**src/rtl/key_conditioner.sv**
```systemverilog
// key_conditioner: per-key synchronizer, debouncer, edge pulses and auto-repeat
// for active-low raw pushbuttons. Every channel is a fully independent copy.
module key_conditioner #(
  parameter int unsigned N_KEYS          = 4,
  parameter int unsigned DEBOUNCE_CYCLES = 1000000,
  parameter int unsigned REPEAT_DELAY    = 25000000,
  parameter int unsigned REPEAT_PERIOD   = 5000000
) (
  input  logic              CLOCK_50,
  input  logic              RESET,
  input  logic [N_KEYS-1:0] KEY,
  output logic [N_KEYS-1:0] key_down,
  output logic [N_KEYS-1:0] key_press,
  output logic [N_KEYS-1:0] key_release,
  output logic [N_KEYS-1:0] key_repeat
);

  localparam int unsigned DW   = $clog2(DEBOUNCE_CYCLES);
  localparam int unsigned RMAX = (REPEAT_DELAY > REPEAT_PERIOD) ? REPEAT_DELAY : REPEAT_PERIOD;
  localparam int unsigned RW   = $clog2(RMAX + 1);
  localparam bit          RPT_EN = (REPEAT_DELAY != 0);

  localparam logic [DW-1:0] DB_LAST = DW'(DEBOUNCE_CYCLES - 1);
  localparam logic [RW-1:0] RPT_AT  = RW'(REPEAT_DELAY);
  // If REPEAT_PERIOD > REPEAT_DELAY this value is taken modulo 2^RW; adding
  // REPEAT_PERIOD then lands exactly on RPT_AT, so the spacing stays correct.
  localparam logic [RW-1:0] RPT_RELOAD = RW'(REPEAT_DELAY - REPEAT_PERIOD);

  logic [N_KEYS-1:0] sync1;
  logic [N_KEYS-1:0] sync2;

  // Two-flop synchronizer on the raw keys; resets to released (1).
  always_ff @(posedge CLOCK_50) begin
    if (RESET) begin
      sync1 <= '1;
      sync2 <= '1;
    end else begin
      sync1 <= KEY;
      sync2 <= sync1;
    end
  end

  for (genvar i = 0; i < N_KEYS; i++) begin : g_chan
    logic          down;
    logic          press;
    logic          release_p;
    logic          repeat_p;
    logic [DW-1:0] db_cnt;
    logic [RW-1:0] rpt_cnt;
    logic          sync_pressed;
    logic          mismatch;
    logic          flip;
    logic [RW-1:0] rpt_next;

    assign sync_pressed = ~sync2[i];
    assign mismatch     = (sync_pressed != down);
    assign flip         = mismatch && (db_cnt == DB_LAST);
    assign rpt_next     = rpt_cnt + RW'(1);

    // Debounce state, edge pulses and repeat counter for one key.
    always_ff @(posedge CLOCK_50) begin
      if (RESET) begin
        db_cnt    <= '0;
        rpt_cnt   <= '0;
        down      <= 1'b0;
        press     <= 1'b0;
        release_p <= 1'b0;
        repeat_p  <= 1'b0;
      end else begin
        press     <= flip && !down;
        release_p <= flip && down;
        repeat_p  <= 1'b0;

        if (!mismatch || flip) begin
          db_cnt <= '0;
        end else begin
          db_cnt <= db_cnt + DW'(1);
        end

        if (flip) begin
          down <= ~down;
        end

        // Press edge loads 0, release edge clears; neither may emit a repeat.
        if (!down || flip) begin
          rpt_cnt <= '0;
        end else if (RPT_EN) begin
          if (rpt_next == RPT_AT) begin
            repeat_p <= 1'b1;
            rpt_cnt  <= RPT_RELOAD;
          end else begin
            rpt_cnt <= rpt_next;
          end
        end
      end
    end

    assign key_down[i]    = down;
    assign key_press[i]   = press;
    assign key_release[i] = release_p;
    assign key_repeat[i]  = repeat_p;
  end

endmodule

```
**config.mk**
```make
export PLATFORM = sky130hd
export DESIGN_NAME = key_conditioner
export DESIGN_NICKNAME = d
export VERILOG_FILES = /design/src/rtl/key_conditioner.sv
export SDC_FILE = /design/constraint.sdc
export NUM_CORES = 1
export LEC_CHECK = 0
export ABC_AREA = 1
export CAP_MARGIN = 0
export CORE_ASPECT_RATIO = 0.7
export CORE_MARGIN = 2
export CORE_UTILIZATION = 60
export DETAILED_ROUTE_END_ITERATION = 12
export PLACE_DENSITY = 0.76
export SLEW_MARGIN = 30
export SYNTH_ARGS = -nofsm -noshare
export SYNTH_HDL_FRONTEND = slang
export SYNTH_SLANG_ARGS = --single-unit
```
**constraint.sdc**
```tcl
create_clock -name CLOCK_50 -period 4.6 [get_ports CLOCK_50]
set_input_delay 0.92 -clock CLOCK_50 [delete_from_list [all_inputs] [get_ports CLOCK_50]]
set_output_delay 0.92 -clock CLOCK_50 [all_outputs]
set_load 0.03 [all_outputs]
```
==> summary.txt <==
Min-delay worst type - reg2reg
Slew HR - 47.6%
Via count - 9397
Total GRT Usage - 23.9%
Met3 wire length - 1280 um
Placed cell count - 1832
Met2 wire length - 8650 um
Yosys top cell by area - dfxtp_1
Top layer in use - met4
Worst-Skew Late Latency - 0.51 ns
CTS tree - yes
Die Wd - 163 um
Post-Synthesis Cells - 1609
Max FO, Critical Path - 3
CTS max path bufs - 3
Pin count of the biggest net entering global routing - 21
Hold Startpoint - sync1[2]
Tmin final - 2.53 ns
Worst-case clock skew - 0.0131 ns
Synthesized area - 10700 um2
P per Cell Area - 309 nW/um2
Slowest stage cell, crit path - clkdlybuf4s50_1
WS Path Type - reg2out
Share of flip-flops with an asynchronous set or reset - 0%
Total Nets Final - 1640
Initial DRC count - 765
Crit path from - g_chan[1].down
# fillers - 1523
Worst path max stage delay - 0.71 ns
Die Footprint - 18900 um2
Ys Warns - 0
CTS clk-pin slew, worst paths - 0.06 ns
Critical path capture point type - output pin
Met1 wire length - 11700 um
DRT Pass-1 Iters - 5
Die height - 115 um
Slew Limit Fails - 0
TritonCTS Buffers - 22
H-tree depth - 1
Synth cell types - 33
Gr ovfl total - 0
First-pass GRT wire length - 37900 um
Post-synth EDFFs - 0
Share of cells above drive strength 1 - 7.81%
Port Buffers - 21
Routed length per instance - 11.7 um
R2R Path Start - g_chan[3].db_cnt[0]
Vias in the first global route - 8393
Pre-CTS setup slack - 1.57 ns
Top cell type's share of synthesized area - 38.3%
Most used DFF post-synth - dfxtp_1
N_diodes - 0
Critical path's top delay family - buffers and inverters
Slew @ Worst Pin - 0.783 ns
DR DRC count - 0
Outcome - complete, no violations
Number of gates resized after CTS - 0
Final Power - 3610 uW
Routability Congestion - 0.898
Design area - 11700 um2
CP Launch Type - register
Dpl cell area - 10900 um2
Setup tns final - 0 ns
Crit-path cells - clkdlybuf4s50_1
Top cells by area, synth - dfxtp_1 (38%), nand2_1 (15%), nor2_1 (11%)
Core ar. - 17300 um2
I/O pins - 22
# Post-CTS Setup Buffers - 0
Cell row count - 40
Fin. Hold Viols - 0
RSZ-0062 raised after global routing - false
Remaining antenna violation count - 0
Vias per cell - 5.03
Max Clk Rate - 0.396 GHz
# hold bufs at CTS - 0
Post-Syn Area per Cell - 6.62 um2
Lkg Pwr - 0.00401 uW
Max IR drop VDD - 0.302 mV
Area grow syn2layout - 9.71%
Tcrit/Tclk final - 54.9%
Initial antenna violation count - 0
Synth Register Bits - 204
Buf/Inv on CP - 1
Seq/Total Area, Yosys - 38.3%
Fin cells - 1869
Final setup vio count - 0
Initial Utilization - 61.7%
Post-DP HPWL - 16200 um
Critical Path RT - 3.68 ns
Post-Syn Nets - 1624
Clock sink count - 204
Total Wirelength - 21900 um
Max cap viols - 0
CTS root buf - clkbuf_16
Final WS setup - 2.07 ns
WP data arrival - 1.61 ns
-- cell usage after synthesis (5+ instances only) --
cell type  count
nand2_1      434
nor2_1       303
dfxtp_1      204
inv_1        199
nand3_1       97
nor3_1        42
nand4_1       39
a21oi_1       36
nor2_2        36
xor2_1        35
nand3b_1      25
o21ai_0       23
or2_2         23
xnor2_1       17
buf_4         16
nor2_4        12
nand2_2       11
clkbuf_1       9
ha_1           9
nand2_4        7
o21bai_1       7
and2_1         5
-- layer usage --
| metal | global-route usage [%] | vias to the layer above |
|---|---|---|
| met1 | 36.2 | 4117 |
| met2 | 36.2 | 228 |
| met4 | 3.95 | 0 |
| met5 | 0 | - |
| li1 | - | 5030 |
| met3 | 4.19 | 22 |
-- cells in the final DEF (no fill, tap or decap), drive strengths merged, types with 7 or more instances in the layout --
master         synthesis  layout
nand2                452     452
nor2                 352     352
dfxtp                204     204
inv                  201     201
nand3                 98      98
nor3                  42      42
nand4                 39      39
a21oi                 36      36
xor2                  35      35
clkbuf                 9      29
nand3b                25      25
o21ai                 24      24
or2                   23      23
clkdlybuf4s50          0      21
xnor2                 17      17
ha                     9       9
o21bai                 7       7
-- final timing paths --
path                                        endpoint  slack, ns  cells past startpoint
worst max-delay path                     key_down[1]       2.07                      1
worst min-delay path                        sync2[2]       0.41                      1
worst max register to register  g_chan[3].rpt_cnt[2]       2.23                     12
worst min register to register              sync2[2]       0.41                      1
-- power by group --
group	switching [uW]	internal, uW
Clock	709	1110
Sequential	1.58	1770
Combinational	11.8	7.92
-- stage by stage --
stage / util [%] / hold slack (ns)
2_1_floorplan: - / 0.389
3_3_place_gp: 63.4 / 0.394
3_5_place_dp: 63.4 / 0.398
4_1_cts: 67.7 / 0.413
5_1_grt: 67.7 / 0.425
6_report: 67.7 / 0.409
-- final cells by class --
type                            instances  area [um2]  area share, %
Clock buffer                           29         617           5.28
Clock inverter                          8         126           1.08
Inverter                              201         754           6.46
Multi-Input combinational cell       1175        5610           48.0
Sequential cell                       204        4080           34.9
Tap cell                              231         289           2.47
Timing Repair Buffer                   21         210           1.80
-- cells by family (layout without fill, tap and decap cells) --
logic type      after synthesis  in the layout  share of synthesized area (%)
compound gates               69             69                           3.47
xor+xnor                     52             52                           4.28
buf+inv                     230            259                           9.03
simple gates               1045           1045                           43.8
flops                       204            204                           38.3
fa+ha+maj                     9              9                           1.06
-- flip-flops by register name, indices dropped and copies added (netlist names) --
name / flops
g_chan.repeat_p: 4
g_chan.db_cnt: 80
sync2: 4
g_chan.press: 4
g_chan.down: 4
sync1: 4
g_chan.rpt_cnt: 100
g_chan.release_p: 4
(Power assumes the default switching activity.)
